==> src/rtl/sel_pkg.sv <==
// Shared select-code definitions and the pure decode function used by the
// decoder RTL and by encoder-side reference models.
package sel_pkg;

  localparam logic [1:0] SEL_CODE_1  = 2'b00;
  localparam logic [1:0] SEL_CODE_2  = 2'b01;
  localparam logic [1:0] SEL_CODE_3  = 2'b10;
  localparam logic [1:0] SEL_CODE_23 = 2'b11;

  localparam logic [2:0] SEL_OH_1  = 3'b001;
  localparam logic [2:0] SEL_OH_2  = 3'b010;
  localparam logic [2:0] SEL_OH_3  = 3'b100;
  localparam logic [2:0] SEL_OH_23 = 3'b110;

  function automatic logic [2:0] sel_decode(input logic [1:0] code);
    logic [2:0] sel;
    case (code)
      SEL_CODE_1: sel = SEL_OH_1;
      SEL_CODE_2: sel = SEL_OH_2;
      SEL_CODE_3: sel = SEL_OH_3;
      default:    sel = SEL_OH_23;
    endcase
    return sel;
  endfunction

  function automatic logic sel_is_multi(input logic [2:0] sel);
    return (sel[0] & sel[1]) | (sel[0] & sel[2]) | (sel[1] & sel[2]);
  endfunction

endpackage

==> src/rtl/sel_fifo.sv <==
// DEPTH x DATA_W synchronous FIFO; push into a full FIFO is refused even when
// a pop happens on the same edge, so full never depends on the pop input.
module sel_fifo #(
  parameter int DEPTH  = 2,
  parameter int DATA_W = 2
) (
  input  logic              clk,
  input  logic              rst,
  input  logic              push_i,
  input  logic [DATA_W-1:0] wdata_i,
  input  logic              pop_i,
  output logic [DATA_W-1:0] rdata_o,
  output logic              full_o,
  output logic              empty_o
);

  localparam int PTR_W = $clog2(DEPTH);
  localparam int OCC_W = PTR_W + 1;

  logic [DATA_W-1:0] mem_q [DEPTH];
  logic [PTR_W-1:0]  wr_ptr_q, wr_ptr_d;
  logic [PTR_W-1:0]  rd_ptr_q, rd_ptr_d;
  logic [OCC_W-1:0]  occ_q, occ_d;
  logic              do_push, do_pop;

  assign full_o  = (occ_q == OCC_W'(DEPTH));
  assign empty_o = (occ_q == '0);
  assign do_push = push_i && !full_o;
  assign do_pop  = pop_i && !empty_o;
  assign rdata_o = mem_q[rd_ptr_q];

  always_comb begin
    wr_ptr_d = wr_ptr_q;
    rd_ptr_d = rd_ptr_q;
    occ_d    = occ_q;
    if (do_push) wr_ptr_d = wr_ptr_q + PTR_W'(1);
    if (do_pop)  rd_ptr_d = rd_ptr_q + PTR_W'(1);
    case ({do_push, do_pop})
      2'b10:   occ_d = occ_q + OCC_W'(1);
      2'b01:   occ_d = occ_q - OCC_W'(1);
      default: occ_d = occ_q;
    endcase
  end

  always_ff @(posedge clk) begin
    if (rst) begin
      wr_ptr_q <= '0;
      rd_ptr_q <= '0;
      occ_q    <= '0;
    end else begin
      wr_ptr_q <= wr_ptr_d;
      rd_ptr_q <= rd_ptr_d;
      occ_q    <= occ_d;
    end
  end

  // Storage is data only; validity is carried entirely by the occupancy count.
  always_ff @(posedge clk) begin
    if (do_push) mem_q[wr_ptr_q] <= wdata_i;
  end

endmodule

==> src/rtl/sel_decoder.sv <==
// Registered select-code decoder: FIFO-buffered codes, decoded head output,
// and per-select saturating usage counters.
module sel_decoder
  import sel_pkg::*;
#(
  parameter int DEPTH = 2,
  parameter int CNT_W = 8
) (
  input  logic             clk,
  input  logic             rst,
  input  logic             in_valid,
  output logic             in_ready,
  input  logic [1:0]       in_code,
  output logic             out_valid,
  input  logic             out_ready,
  output logic [2:0]       out_sel,
  output logic             out_multi,
  input  logic             cnt_clr,
  output logic [CNT_W-1:0] cnt_sel1,
  output logic [CNT_W-1:0] cnt_sel2,
  output logic [CNT_W-1:0] cnt_sel3
);

  logic [1:0]       head_code;
  logic             full, empty, push, pop;
  logic [2:0]       head_sel;
  logic [CNT_W-1:0] cnt1_q, cnt1_d, cnt2_q, cnt2_d, cnt3_q, cnt3_d;

  function automatic logic [CNT_W-1:0] sat_inc(input logic [CNT_W-1:0] v);
    return (&v) ? v : v + CNT_W'(1);
  endfunction

  sel_fifo #(
    .DEPTH  (DEPTH),
    .DATA_W (2)
  ) u_fifo (
    .clk     (clk),
    .rst     (rst),
    .push_i  (push),
    .wdata_i (in_code),
    .pop_i   (pop),
    .rdata_o (head_code),
    .full_o  (full),
    .empty_o (empty)
  );

  assign in_ready  = !full;
  assign out_valid = !empty;
  assign push      = in_valid && in_ready;
  assign pop       = out_valid && out_ready;

  // Head storage is not reset, so the decode is masked whenever the FIFO is empty.
  assign head_sel  = empty ? 3'b000 : sel_decode(head_code);
  assign out_sel   = head_sel;
  assign out_multi = sel_is_multi(head_sel);

  always_comb begin
    cnt1_d = cnt1_q;
    cnt2_d = cnt2_q;
    cnt3_d = cnt3_q;
    if (cnt_clr) begin
      cnt1_d = '0;
      cnt2_d = '0;
      cnt3_d = '0;
    end else if (pop) begin
      if (head_sel[0]) cnt1_d = sat_inc(cnt1_q);
      if (head_sel[1]) cnt2_d = sat_inc(cnt2_q);
      if (head_sel[2]) cnt3_d = sat_inc(cnt3_q);
    end
  end

  always_ff @(posedge clk) begin
    if (rst) begin
      cnt1_q <= '0;
      cnt2_q <= '0;
      cnt3_q <= '0;
    end else begin
      cnt1_q <= cnt1_d;
      cnt2_q <= cnt2_d;
      cnt3_q <= cnt3_d;
    end
  end

  assign cnt_sel1 = cnt1_q;
  assign cnt_sel2 = cnt2_q;
  assign cnt_sel3 = cnt3_q;

endmodule
==> config.mk <==
export PLATFORM = sky130hd
export DESIGN_NAME = sel_decoder
export DESIGN_NICKNAME = d
export VERILOG_FILES = /design/src/rtl/sel_pkg.sv /design/src/rtl/sel_fifo.sv /design/src/rtl/sel_decoder.sv
export SDC_FILE = /design/constraint.sdc
export NUM_CORES = 1
export LEC_CHECK = 0
export ABC_AREA = 1
export CORE_MARGIN = 5
export CORE_UTILIZATION = 29
export CTS_CLUSTER_SIZE = 12
export DETAILED_ROUTE_END_ITERATION = 16
export GPL_ROUTABILITY_DRIVEN = 0
export PLACE_DENSITY = 0.62
export SLEW_MARGIN = 40
export SYNTH_ARGS = -nofsm -noshare
export SYNTH_HDL_FRONTEND = slang
export SYNTH_HIERARCHICAL = 1
export SYNTH_SLANG_ARGS = --single-unit
==> constraint.sdc <==
create_clock -name clk -period 5 [get_ports clk]
set_input_delay 1 -clock clk [delete_from_list [all_inputs] [get_ports clk]]
set_output_delay 1 -clock clk [all_outputs]
set_load 0.02 [all_outputs]
# --- Word level (Yosys, flattened, before mapping) ---
# Memories as Yosys holds them, arrays and structs flattened. A register that Yosys moved wholly into a read port is not among the register bits.
# Cells that the tools add are included.
classes:
  eq_ne: 5
  reduce_logical: 16
  add_sub_neg: 7
  bitwise: 8
  muxes: 7
ops:
  columns: ["operator", "count"]
  rows:
  - ["$add A8 B1 Y8 const B", 3]
  - ["$reduce_and A8 Y1", 3]
  - ["$pmux W3 S3", 1]
  - ["$reduce_and A3 Y1", 3]
  - ["$eq A2 B2 Y1 const B", 3]
  - ["$eq A2 B1 Y1 const B", 2]
  - ["$logic_and A1 B1 Y1", 4]
  - ["$logic_not A2 Y1", 2]
  - ["$mux W1", 4]
  - ["$pmux W2 S2", 1]
  - ["$and A1 B1 Y1", 3]
  - ["$mux W3", 1]
  - ["$not A1 Y1", 3]
  - ["$add A1 B1 Y1 const B", 2]
  - ["$add A2 B1 Y2 const B", 1]
  - ["$logic_not A1 Y1", 2]
  - ["$or A1 B1 Y1", 2]
  - ["$reduce_bool A2 Y1", 1]
  - ["$reduce_or A2 Y1", 1]
  - ["$sub A2 B1 Y2 const B", 1]
totals:
  mem_count: 1
  elab_cells: 50
  mem_bits_rw: 4
  ff_bits: 28
mem_list:
  columns: ["name", "words", "width", "read_ports", "rd_ports_with_merged_regs", "write_ports", "line", "rtl"]
  rows:
  - ["u_fifo.mem_q", 2, 2, 1, 1, 1, "sel_fifo.sv:20", "logic [DATA_W-1:0] mem_q [DEPTH];"]

# --- Depth between registers and ports, before layout ---
depth:
  word_depth: 6
  mapped_depth: 12
  ltp_nobuf: 12

# --- By module ---
# The synthesis kept the hierarchy.
by_module_without_submodules:
  columns: ["module", "cells_each", "n_inst", "area_each_um2", "seq_area_each_um2"]
  rows:
  - ["sel_decoder", 229, 1, 1391.3, 480.5]
  - ["sel_fifo", 46, 1, 405.4, 220.2]

# --- Worst setup path after synthesis ---
# No wires, ideal clock.
synth_timing:
  path_type: "register to output"
  startpoint: "reg (tool-made name)"
  endpoint: "out out_multi"
  arrival_time_ns: 1.325
  setup_slack_ns: 2.675
  path_buffers: 0
  required_ns: 4.000
  stages_incl_launch_ff: 6
  path_cell_list: "dfxtp_1 > mux2_2 > inv_1 > nor2_1 > inv_1 > nor2_1"
synth_lines:
  columns: ["element", "line", "rtl"]
  rows:
  - ["to (decl)", "sel_decoder.sv:17", "output logic out_multi,"]

==> impl_metrics.ini <==
[finish]
fin_util_pct = 39.31
instances_no_fill = 393
final_common_cell = nand2_1
final_nets = 328
antenna_cells = 0
area_delta_synth_final_pct = 30.29
drive_gt1_share_pct = 9.119
fillCellCount = 636
final_cell_mix = 67 x nand2_1, 64 x nor2_1, 38 x inv_1, 36 x clkdlybuf4s50_1, 29 x dfxtp_1
fin_area_mm2 = 0.002341

[yosys]
syn_area_per_cell_um2 = 6.534
synth_fa_ha_area_share_pct = 2.786
yosysUniqueCellTypes = 25
synth_fp_nets = 286
synth_area_leaders = dfxtp_1 32%, nand2_1 14%, nor2_1 13%
netlist_instances = 275
ys_seq_area_share_pct = 39.00
synth_area_leader_cell = dfxtp_1
muxShareOfSynthArea_pct = 1.253
ys_ff_latch = 33
synth_compound_area_share_pct = 7.382
yosys_warnings = 6
synth_top_family_by_area = simple AND/OR/NAND/NOR gates
synth_xor_area_share_pct = 0
synthSimpleGateAreaFrac_pct = 40.11
synth_top_area_share_pct = 32.31
syn-cell-area_mm2 = 0.001797

[setup_path]
path_depth = 5
r2r_cells = 12
cp_num_buf_inv = 3
cpPeakStageDelay_ns = 0.63
cpMaxStageDelayCell = clkdlybuf4s50_1
crit_chain = mux2_2, inv_1, nand3_1, inv_2, clkdlybuf4s50_1
r2r_slack_ns = 3.18
required_ns = 4.00
cpLargestDelayFamily = buffers and inverters
rr_endpoint = u_fifo/occ_q[1]$_SDFFE_PP0P_
cp.arrival_ns = 1.95
rr_startpoint = u_fifo/occ_q[0]$_SDFFE_PP0P_
cp_max_fo = 5
path_class = reg -> out
start_kind = flop
worstSetupEndpointType = output port
endpoint = out_sel[0]

[clocking]
numCtsBuffers = 5
clkTransAtPathRegs_ns = 0.06
cts_root_buffer = clkbuf_8
clock-sinks = 33
post_cts_buffers = 0
htree_levels = 2
cts_tree = built
cts_resized = 0
clk_path_buf_depth = 2
clock_latency_ns = 0.28
ctsHoldBuffers = 0

[floorplan]
io_pins = 37
dieArea_mm2 = 0.007869
dieWidth_um = 88.71
start_util_pct = 30.17
die_y_um = 88.71
rows = 28
core_mm2 = 0.005956

[sta]
max_freq_mhz = 339.0
timing.final.crit_share_pct = 58.99
rsz0062_at_grt = no
period_minus_slack_ns = 2.950
hold_violations = 0
fin_skew_ns = 0.004995
tns_ns = 0
worst_hold_slack_ns = 0.5032
setup_viol = 0
layout_setup_ws_ns = 2.050
relSlewSlack_pct = 48.96
worst_slew_pin_slew_ns = 0.7628
drv_slew = 0

[power_and_ir_drop]
p_per_area_mw_per_mm2 = 291.2
p_total_mw = 0.6817
p_leak_nw = 0.9138
peakVddDrop_mv = 0.1323

[placement]
post-place-ws_ns = 2.229
placed_cell_area_mm2 = 0.002251
dp_cells = 385
port_buffers = 36
dpl.hpwl_mm = 3.123

[global_route]
grt_pass1_wl_mm = 6.872
antenna_found_initial = 0
track_usage_pct = 11.06
grt_max_degree = 14
grt.overflow.total = 0
grt_pass1_vias = 1644

[drt]
viasPerCell = 4.430
via_count = 1741
drc = 0
drt_iter0_markers = 61
wirelength_mm = 4.018
ant_nets = 0
detail_route.wl_per_cell_um = 10.22
drt-pass1-iter-count = 5

[job]
max_cap_viol_count = 0

[run_status]
outcome = finished clean

[min_path]
hold_class = reg -> reg
[synthesized netlist by cell type]
cell / instances
nand2_1: 67
nor2_1: 64
inv_1: 38
dfxtp_1: 29
nand3_1: 18
a21oi_1: 12
o21ai_0: 7
edfxtp_1: 4
ha_1: 4
nor2_2: 4
inv_2: 3
nand4_1: 3
or2_2: 3
clkbuf_1: 2
mux2_2: 2
nand2_2: 2
nand3_2: 2
nor2_4: 2
nor3_1: 2
o21ai_1: 2
a21boi_2: 1
a21oi_2: 1
inv_6: 1
nand2_4: 1
o21bai_1: 1
[logic make-up (layout without fill, tap and decap cells)]
kind of cell,after synthesis,count (layout)
fa+ha+maj,4,4
mux,2,2
buf+inv,44,87
simple gates,168,168
flops,33,33
compound gates,24,24
[metal layers]
layer  track usage (%)  routed length (µm)  share of wire [%]  up-vias
li1                  -                   -                  -      931
met1             13.03                1863                 46      769
met2             18.22                1862                 46       36
met3             3.911                 251                6.2        5
met4             4.533                  41                1.0        0
met5                 0                   0                  0        -
[worst min-delay path: stages, from the launching register on]
cell	delay, ns
dfxtp_1	0.33
nor2_1	0.06
nor2_1	0.09
[how the worst min path moves through the flow]
stage / startpoint / end / slack (ns) / cells past startpoint
after floorplan: u_fifo/rd_ptr_q$_SDFFE_PP0P_ / flop / 0.47 / 2
after global placement: u_fifo/rd_ptr_q$_SDFFE_PP0P_ / u_fifo/rd_ptr_q$_SDFFE_PP0P_ / 0.49 / 2
after detailed placement: u_fifo/rd_ptr_q$_SDFFE_PP0P_ / u_fifo/rd_ptr_q$_SDFFE_PP0P_ / 0.49 / 2
after CTS: u_fifo/rd_ptr_q$_SDFFE_PP0P_ / u_fifo/rd_ptr_q$_SDFFE_PP0P_ / 0.51 / 2
after global routing: u_fifo/rd_ptr_q$_SDFFE_PP0P_ / u_fifo/rd_ptr_q$_SDFFE_PP0P_ / 0.56 / 2
final: u_fifo/rd_ptr_q$_SDFFE_PP0P_ / u_fifo/rd_ptr_q$_SDFFE_PP0P_ / 0.50 / 2
[final cells by class]
type	count	area (µm²)	share of cell area [%]
clock buffers	8	90.09	3.848
inverters	42	162.7	6.948
multi-input cells	198	925.9	39.55
flip-flops and latches	33	700.7	29.93
well taps	75	93.84	4.009
repair buffers	37	367.9	15.71
[registers in the layout, summed over array words and instances, names as in the netlist, named ones only]
| register | cells |
|---|---|
| u_fifo/mem_q | 4 |
| u_fifo/wr_ptr_q | 1 |
| u_fifo/rd_ptr_q | 1 |
| cnt_sel2 | 8 |
| cnt_sel1 | 8 |
| cnt_sel3 | 8 |
| u_fifo/occ_q | 2 |
[power breakdown]
group | switching [mW] | internal, mW | leakage [nW]
logic | 0.112 | 0.0673 | 0.596
registers | 0.0136 | 0.284 | 0.272
clock network | 0.0927 | 0.112 | 0.0455
total | 0.218 | 0.464 | 0.914
Note: power is estimated with default switching activity, not from simulation.
